`config.mk`:
```
export PLATFORM = sky130hd
export DESIGN_NAME = spi_codec_reg_slave_flat
export DESIGN_NICKNAME = d
export VERILOG_FILES = /design/src/rtl/spi_codec_reg_slave_pkg.sv /design/src/rtl/spi_codec_reg_slave_if.sv /design/src/rtl/spi_codec_regs.sv /design/src/rtl/spi_codec_reg_slave.sv /design/src/flat_wrapper.sv
export SDC_FILE = /design/constraint.sdc
export NUM_CORES = 2
export LEC_CHECK = 0
export CAP_MARGIN = 0
export CORE_ASPECT_RATIO = 2
export CORE_UTILIZATION = 30
export CTS_CLUSTER_DIAMETER = 30
export DETAILED_ROUTE_END_ITERATION = 8
export GPL_TIMING_DRIVEN = 0
export SLEW_MARGIN = 15
export SYNTH_ARGS = -nofsm -noshare
export SYNTH_HDL_FRONTEND = slang
export SYNTH_SLANG_ARGS = --single-unit
```
`constraint.sdc`:
```
create_clock -name CLK_50 -period 4.6 [get_ports CLK_50]
set_input_delay 0.92 -clock CLK_50 [delete_from_list [all_inputs] [get_ports CLK_50]]
set_output_delay 0.92 -clock CLK_50 [all_outputs]
set_load 0.03 [all_outputs]
```
`src/rtl/spi_codec_reg_slave_pkg.sv`:
```
// Shared constants and types for the codec control-register SPI responder.
// Frame layout: 7-bit address, read flag, 8-bit data, MSB first.
package spi_codec_reg_slave_pkg;

  localparam int FRAME_BITS = 16;
  localparam int ADDR_W     = 7;
  localparam int DATA_W     = 8;
  localparam int RW_BIT     = 8;
  localparam int BC_W       = $clog2(FRAME_BITS + 1);
  localparam int NREGS      = 2 ** ADDR_W;

  typedef logic [ADDR_W-1:0] addr_t;
  typedef logic [DATA_W-1:0] data_t;
  typedef logic [BC_W-1:0]   bc_t;

  typedef enum logic [1:0] {
    WAIT_IDLE,
    IDLE,
    SHIFT,
    DONE
  } state_t;

  typedef struct packed {
    addr_t addr;
    logic  rd;
    data_t data;
  } frame_t;

endpackage

```
`src/rtl/spi_codec_reg_slave_if.sv`:
```
// SPI pad bundle between the configuration master and the register slave.
// Signal names follow the board-level pin names.
interface spi_codec_reg_slave_if;

  logic iSCLK;
  logic iCS_n;
  logic iDIN;
  logic oDOUT;
  logic oDOUT_EN;

  modport master (
    output iSCLK,
    output iCS_n,
    output iDIN,
    input  oDOUT,
    input  oDOUT_EN
  );

  modport slave (
    input  iSCLK,
    input  iCS_n,
    input  iDIN,
    output oDOUT,
    output oDOUT_EN
  );

endinterface

```
`src/rtl/spi_codec_regs.sv`:
```
// 128 x 8 register file: one synchronous write port, two async read ports.
// ID override is applied by the parent, not here.
module spi_codec_regs
  import spi_codec_reg_slave_pkg::*;
(
  input  logic  CLK_50,
  input  logic  RESET_n,
  input  logic  we,
  input  addr_t wa,
  input  data_t wd,
  input  addr_t ra,
  output data_t rd,
  input  addr_t ma,
  output data_t md
);

  data_t mem_q [NREGS];

  always_ff @(posedge CLK_50 or negedge RESET_n) begin
    if (!RESET_n) begin
      for (int i = 0; i < NREGS; i++) begin
        mem_q[i] <= '0;
      end
    end else if (we) begin
      mem_q[wa] <= wd;
    end
  end

  assign rd = mem_q[ra];
  assign md = mem_q[ma];

endmodule

```
`src/rtl/spi_codec_reg_slave.sv`:
```
// SPI responder emulating the codec's control-register file.
// Pins are synchronized to CLK_50; all SPI activity is edge-detected there.
module spi_codec_reg_slave
  import spi_codec_reg_slave_pkg::*;
#(
  parameter addr_t ID_ADDR  = 7'h00,
  parameter data_t ID_VAL   = 8'h01,
  parameter int    MIN_HALF = 8
) (
  input  logic        CLK_50,
  input  logic        RESET_n,
  spi_codec_reg_slave_if.slave spi,
  output logic        oWR_STB,
  output addr_t       oWR_ADDR,
  output data_t       oWR_DATA,
  output logic        oRD_STB,
  input  addr_t       iMON_ADDR,
  output data_t       oMON_DATA,
  output logic        oFRAME_ERR,
  output logic [15:0] oFRAME_CNT
);

  logic [2:0] sclk_q;
  logic [2:0] cs_q;
  logic [1:0] din_q;

  // CS sync resets low so WAIT_IDLE only leaves once the pin is truly high.
  always_ff @(posedge CLK_50 or negedge RESET_n) begin
    if (!RESET_n) begin
      sclk_q <= 3'b111;
      cs_q   <= 3'b000;
      din_q  <= 2'b00;
    end else begin
      sclk_q <= {sclk_q[1:0], spi.iSCLK};
      cs_q   <= {cs_q[1:0], spi.iCS_n};
      din_q  <= {din_q[0], spi.iDIN};
    end
  end

  logic sclk_fall, sclk_rise, cs_fall, cs_rise;

  assign sclk_fall = sclk_q[2] & ~sclk_q[1];
  assign sclk_rise = ~sclk_q[2] & sclk_q[1];
  assign cs_fall   = cs_q[2] & ~cs_q[1];
  assign cs_rise   = ~cs_q[2] & cs_q[1];

  state_t      state_q, state_d;
  bc_t         bc_q, bc_d;
  logic [14:0] sr_q, sr_d;
  data_t       or_q, or_d;
  logic        rdf_q, rdf_d;
  logic        dout_q, dout_d;
  logic        wr_stb_q, wr_stb_d;
  logic        rd_stb_q, rd_stb_d;
  logic        err_q, err_d;
  addr_t       wr_addr_q, wr_addr_d;
  data_t       wr_data_q, wr_data_d;
  logic [15:0] cnt_q, cnt_d;
  logic [7:0]  hp_q, hp_d;

  logic [15:0] sr_nx;
  frame_t      fr;
  addr_t       rd_addr;
  data_t       rd_raw, rd_val, mon_raw;

  assign sr_nx   = {sr_q, din_q[1]};
  assign fr      = frame_t'(sr_nx);
  assign rd_addr = sr_nx[RW_BIT-1:1];
  assign rd_val  = (rd_addr == ID_ADDR) ? ID_VAL : rd_raw;

  spi_codec_regs u_regs (
    .CLK_50  (CLK_50),
    .RESET_n (RESET_n),
    .we      (wr_stb_q),
    .wa      (wr_addr_q),
    .wd      (wr_data_q),
    .ra      (rd_addr),
    .rd      (rd_raw),
    .ma      (iMON_ADDR),
    .md      (mon_raw)
  );

  always_comb begin
    state_d   = state_q;
    bc_d      = bc_q;
    sr_d      = sr_q;
    or_d      = or_q;
    rdf_d     = rdf_q;
    dout_d    = dout_q;
    wr_stb_d  = 1'b0;
    rd_stb_d  = 1'b0;
    err_d     = 1'b0;
    wr_addr_d = wr_addr_q;
    wr_data_d = wr_data_q;
    cnt_d     = cnt_q;
    unique case (state_q)
      WAIT_IDLE: begin
        if (cs_q[1]) state_d = IDLE;
      end
      IDLE: begin
        if (cs_fall) begin
          state_d = SHIFT;
          bc_d    = '0;
          sr_d    = '0;
          or_d    = '0;
          rdf_d   = 1'b0;
          dout_d  = 1'b0;
        end
      end
      SHIFT: begin
        // CS release wins over an SCLK edge seen in the same cycle.
        if (cs_rise) begin
          state_d = IDLE;
          err_d   = 1'b1;
          dout_d  = 1'b0;
        end else if (sclk_fall) begin
          sr_d = sr_nx[14:0];
          bc_d = bc_q + 1'b1;
          if (bc_d == BC_W'(RW_BIT) && sr_nx[0]) begin
            rdf_d    = 1'b1;
            rd_stb_d = 1'b1;
            or_d     = rd_val;
          end
          if (bc_d == BC_W'(FRAME_BITS)) begin
            state_d = DONE;
            dout_d  = 1'b0;
            cnt_d   = cnt_q + 1'b1;
            if (!fr.rd && fr.addr != ID_ADDR) begin
              wr_stb_d  = 1'b1;
              wr_addr_d = fr.addr;
              wr_data_d = fr.data;
            end
          end
        end else if (sclk_rise && rdf_q) begin
          dout_d = or_q[DATA_W-1];
          or_d   = {or_q[DATA_W-2:0], 1'b0};
        end
      end
      DONE: begin
        dout_d = 1'b0;
        if (cs_rise) state_d = IDLE;
      end
      default: state_d = WAIT_IDLE;
    endcase
  end

  always_comb begin
    hp_d = hp_q;
    if (sclk_fall || sclk_rise) hp_d = '0;
    else if (hp_q != 8'hFF)     hp_d = hp_q + 1'b1;
  end

  always_ff @(posedge CLK_50 or negedge RESET_n) begin
    if (!RESET_n) begin
      state_q   <= WAIT_IDLE;
      bc_q      <= '0;
      sr_q      <= '0;
      or_q      <= '0;
      rdf_q     <= 1'b0;
      dout_q    <= 1'b0;
      wr_stb_q  <= 1'b0;
      rd_stb_q  <= 1'b0;
      err_q     <= 1'b0;
      wr_addr_q <= '0;
      wr_data_q <= '0;
      cnt_q     <= '0;
      hp_q      <= 8'hFF;
    end else begin
      state_q   <= state_d;
      bc_q      <= bc_d;
      sr_q      <= sr_d;
      or_q      <= or_d;
      rdf_q     <= rdf_d;
      dout_q    <= dout_d;
      wr_stb_q  <= wr_stb_d;
      rd_stb_q  <= rd_stb_d;
      err_q     <= err_d;
      wr_addr_q <= wr_addr_d;
      wr_data_q <= wr_data_d;
      cnt_q     <= cnt_d;
      hp_q      <= hp_d;
    end
  end

  // SCLK half-periods shorter than MIN_HALF break the pin-to-action budget.
  always_ff @(posedge CLK_50) begin
    if (RESET_n && state_q == SHIFT && (sclk_fall || sclk_rise)) begin
      assert (int'(hp_q) >= MIN_HALF - 1);
    end
  end

  assign spi.oDOUT    = dout_q;
  assign spi.oDOUT_EN = ~cs_q[1] & (state_q != WAIT_IDLE);
  assign oWR_STB      = wr_stb_q;
  assign oWR_ADDR     = wr_addr_q;
  assign oWR_DATA     = wr_data_q;
  assign oRD_STB      = rd_stb_q;
  assign oFRAME_ERR   = err_q;
  assign oFRAME_CNT   = cnt_q;
  assign oMON_DATA    = (iMON_ADDR == ID_ADDR) ? ID_VAL : mon_raw;

endmodule

```
`src/flat_wrapper.sv`:
```
// flat-port wrapper written by rule: the top's interface ports become plain ports
module spi_codec_reg_slave_flat import spi_codec_reg_slave_pkg::*;
#(
  parameter addr_t ID_ADDR  = 7'h00,
  parameter data_t ID_VAL   = 8'h01,
  parameter int    MIN_HALF = 8
)
  (CLK_50, RESET_n, oWR_STB, oWR_ADDR, oWR_DATA, oRD_STB, iMON_ADDR, oMON_DATA, oFRAME_ERR, oFRAME_CNT, spi_iSCLK, spi_iCS_n, spi_iDIN, spi_oDOUT, spi_oDOUT_EN);
  spi_codec_reg_slave_if spi_i ();
  input  logic CLK_50;
  input  logic RESET_n;
  output logic oWR_STB;
  output addr_t oWR_ADDR;
  output data_t oWR_DATA;
  output logic oRD_STB;
  input  addr_t iMON_ADDR;
  output data_t oMON_DATA;
  output logic oFRAME_ERR;
  output logic [15:0] oFRAME_CNT;
  input wire logic [$bits(spi_i.iSCLK)-1:0] spi_iSCLK;
  input wire logic [$bits(spi_i.iCS_n)-1:0] spi_iCS_n;
  input wire logic [$bits(spi_i.iDIN)-1:0] spi_iDIN;
  output wire logic [$bits(spi_i.oDOUT)-1:0] spi_oDOUT;
  output wire logic [$bits(spi_i.oDOUT_EN)-1:0] spi_oDOUT_EN;
  assign spi_i.iSCLK = spi_iSCLK;
  assign spi_i.iCS_n = spi_iCS_n;
  assign spi_i.iDIN = spi_iDIN;
  assign spi_oDOUT = spi_i.oDOUT;
  assign spi_oDOUT_EN = spi_i.oDOUT_EN;
  spi_codec_reg_slave #(.ID_ADDR(ID_ADDR), .ID_VAL(ID_VAL), .MIN_HALF(MIN_HALF)) u_core (.CLK_50(CLK_50), .RESET_n(RESET_n), .spi(spi_i), .oWR_STB(oWR_STB), .oWR_ADDR(oWR_ADDR), .oWR_DATA(oWR_DATA), .oRD_STB(oRD_STB), .iMON_ADDR(iMON_ADDR), .oMON_DATA(oMON_DATA), .oFRAME_ERR(oFRAME_ERR), .oFRAME_CNT(oFRAME_CNT));
endmodule
```
==> flow_metrics.tcl <==
set metrics [dict create \
    post-route-drc-count 0 \
    first_pass_iters 6 \
    synthesis.nets 3835 \
    nets 4230 \
    place_ws_ns -2.82 \
    worst_setup_path_end_kind "register" \
    drtIter0Drc 5367 \
    ys.flop_type "dfrtp_1" \
    ctsHtreeMaxLevel 4 \
    critPathKind "reg2reg" \
    synthArstFlopShare_pct 100 \
    overflow 0 \
    rr_endpoint "u_core.or_q[4]" \
    cts.sinks 1098 \
    critPathArrivalTime_ns 5.63 \
    hp-class "reg2reg" \
    r2r_setup_slack_ns -0.29 \
    placed_cells 6453 \
    placed_cell_area_um2 63400 \
    wire_per_inst_um 50.5 \
    finalHoldViolCount 0 \
    syn_area_um2 58400 \
    synth_cell_types 77 \
    power_density_nw_per_um2 357 \
    io_pins 56 \
    synth_area_per_cell_um2 15.3 \
    initial_core_util_pct 30.2 \
    required_ns 5.33 \
    rsz0062_at_grt "true" \
    post-route-min-period_ns 4.89 \
    maxSlewHeadroom_pct 7.21 \
    syn2layout_area_growth_pct 23.3 \
    fp.dieH_um 626 \
    hold_end "u_core.sclk_q[1]" \
    final_common_cell "dfrtp_1" \
    clk_latency_ns 0.88 \
    grt_pass1_vias 44200 \
    max_cap_violations 0 \
    synth_edf_count 0 \
    fill_cells 18200 \
    place_congestion 1.11 \
    worstHoldPathCells 0 \
    vias_per_cell 6.43 \
    tightest_slew_ns 1.39 \
    r2r_start "u_core.sr_q[1]" \
    violations "negative setup slack" \
    grt_use_total_pct 35.4 \
    yosysTopAreaCellShare_pct 46.9 \
    period_share_pct 106 \
    grt_pass1_wl_mm 449 \
    grt_max_degree 156 \
    rows 228 \
    layout_common_cells "1095 x dfrtp_1, 1056 x mux2_2, 510 x mux4_2, 183 x clkbuf_16, 145 x clkbuf_1" \
    postSynthCellCount 3815 \
    vias 44400 \
    setup_ws_ns -0.293 \
    status "finished with violations" \
    maxSlewViolCount 0 \
    clk_pin_slew_worst_paths_ns 0.06 \
    hold-worst-slack_ns 0.355 \
    ant_nets 0 \
    clk_path_buf_depth 4 \
    fin_skew_ns 0.0431 \
    synth.area.top_cells "dfrtp_1 47%, mux2_2 20%, mux4_2 20%" \
    yosys_warnings 0 \
    cts_tree "yes" \
    rr_worst_depth 10 \
    port_buffers 50 \
    p_total_mw 25.7 \
    dieWidth_um 314 \
    drive_gt1_share_pct 53.9 \
    leakagePower_nw 31.8 \
    core-area_um2 193000 \
    cts-root-buf "clkbuf_16" \
    die_area_um2 197000 \
    crit_fanout 10 \
    setup_viol_count_final 14 \
    fin_area_um2 72000 \
    routed_wl_mm 348 \
    startpoint_type "register" \
    fin_cells 6902 \
    synth_top_area_cell "dfrtp_1" \
    ys_ff_latch 1098 \
    min_from "u_core.sclk_q[0]" \
    place_hpwl_mm 254 \
    antenna_found_initial 42 \
    fmax_ghz 0.204 \
    ys_seq_area_share_pct 47.0 \
    cts_buffers 173 \
    irDropWorstVdd_mv 0.278 \
]
layer usage:
layer | global-route usage (%) | routed length, µm | up-vias | part of all wire, %
li1 | - | - | 15800 | -
met1 | 34.0 | 104000 | 23700 | 30
met2 | 56.7 | 164000 | 3337 | 47
met3 | 9.84 | 29200 | 1530 | 8.4
met4 | 42.1 | 51600 | 4 | 15
met5 | 0 | 26 | - | 0.0075
worst max-delay path by stage:
stage | startpoint | to | slack (ns) | cells past startpoint
after floorplan | iMON_ADDR[1] | oMON_DATA[2] | 0.48 | 7
after global placement | RESET_n | u_core.u_regs.mem_q[548] | -49.02 | 1
after detailed placement | iMON_ADDR[2] | oMON_DATA[4] | -2.82 | 9
after CTS | iMON_ADDR[1] | oMON_DATA[4] | -0.1 | 12
after global routing | iMON_ADDR[0] | oMON_DATA[4] | -0.12 | 11
final | u_core.sr_q[1] | u_core.or_q[4] | -0.29 | 10
state kept, by name, indices dropped and copies added, names as in the netlist:
name / flops
u_core.oFRAME_CNT: 16
u_core.state_q: 2
u_core.u_regs.mem_q: 1024
u_core.oRD_STB: 1
u_core.or_q: 8
u_core.rdf_q: 1
u_core.bc_q: 5
u_core.sclk_q: 3
u_core.din_q: 2
u_core.spi.oDOUT: 1
u_core.cs_q: 3
u_core.oWR_DATA: 8
u_core.oWR_ADDR: 7
u_core.oFRAME_ERR: 1
u_core.sr_q: 15
u_core.oWR_STB: 1
final cells by class:
class / count / area (µm²) / share of cell area, %
inverters: 15 / 58.8 / 0.0817
clock buffers: 207 / 4720 / 6.56
flip-flops and latches: 1098 / 27500 / 38.2
repair buffers: 224 / 2780 / 3.86
diodes: 29 / 72.6 / 0.101
plain buffers: 318 / 2580 / 3.58
clock inverters: 101 / 1260 / 1.75
well taps: 2530 / 3170 / 4.40
multi-input cells: 2380 / 29900 / 41.5
where the power goes:
part	switching [mW]	internal, mW
sequential	0.0186	9.68
combinational	1.44	0.621
clock	5.41	8.50
Yosys cell counts (24+ instances only):
library cell and n:
a21oi_1 39, a22o_1 28, a22oi_1 40, buf_1 24
buf_2 49, buf_4 25, clkbuf_1 193, dfrtp_1 1095
mux2_2 1058, mux2i_1 114, mux4_2 510, nand2_1 136
nand3_1 32, nor2_1 73, nor3_1 31, o221ai_1 34
worst max-delay path, stage by stage, from the launching register on:
cell      delay [ns]
dfrtp_1         0.32
buf_2           0.27
buf_4           0.34
buf_2           0.49
buf_2           0.83
mux2i_1         0.46
o221ai_1        0.27
a21oi_1         0.93
a221oi_1        0.34
nor3_1          0.32
o21ai_0         0.14
stage by stage:
step | util (%) | setup TNS, ns
after floorplan | - | 0
after global placement | 32.1 | -
after detailed placement | 32.8 | -19.79
after CTS | 36.7 | -0.127
after global routing | 37.2 | -0.238
final | 37.3 | -1.42
what timing repair did:
| item | 4_1_cts | 5_1_grt |
|---|---|---|
| resized for setup | 315 | 73 |
| setup endpoints to repair | 16 | 12 |
| pin swaps | 11 | 16 |
| cloned | 0 | 2 |
| setup buffers | 34 | 79 |
| endpoints found under the hold margin | 19 | 0 |
| hold buffers | 1 | 0 |
kinds of logic (layout without fill, tap and decap cells):
group / after synthesis / after routing / synth area share [%]
AND/OR/NAND/NOR: 387 / 387 / 3.28
adder cells (fa/ha/maj): 8 / 8 / 0.171
flip-flops: 1098 / 1098 / 47.0
buffers and inverters: 337 / 865 / 2.87
AO/OA/AOI/OAI: 262 / 262 / 3.30
other: 0 / 29 / 0
XOR/XNOR: 17 / 17 / 0.255
multiplexers: 1706 / 1706 / 43.1
(Power assumes the default switching activity.)
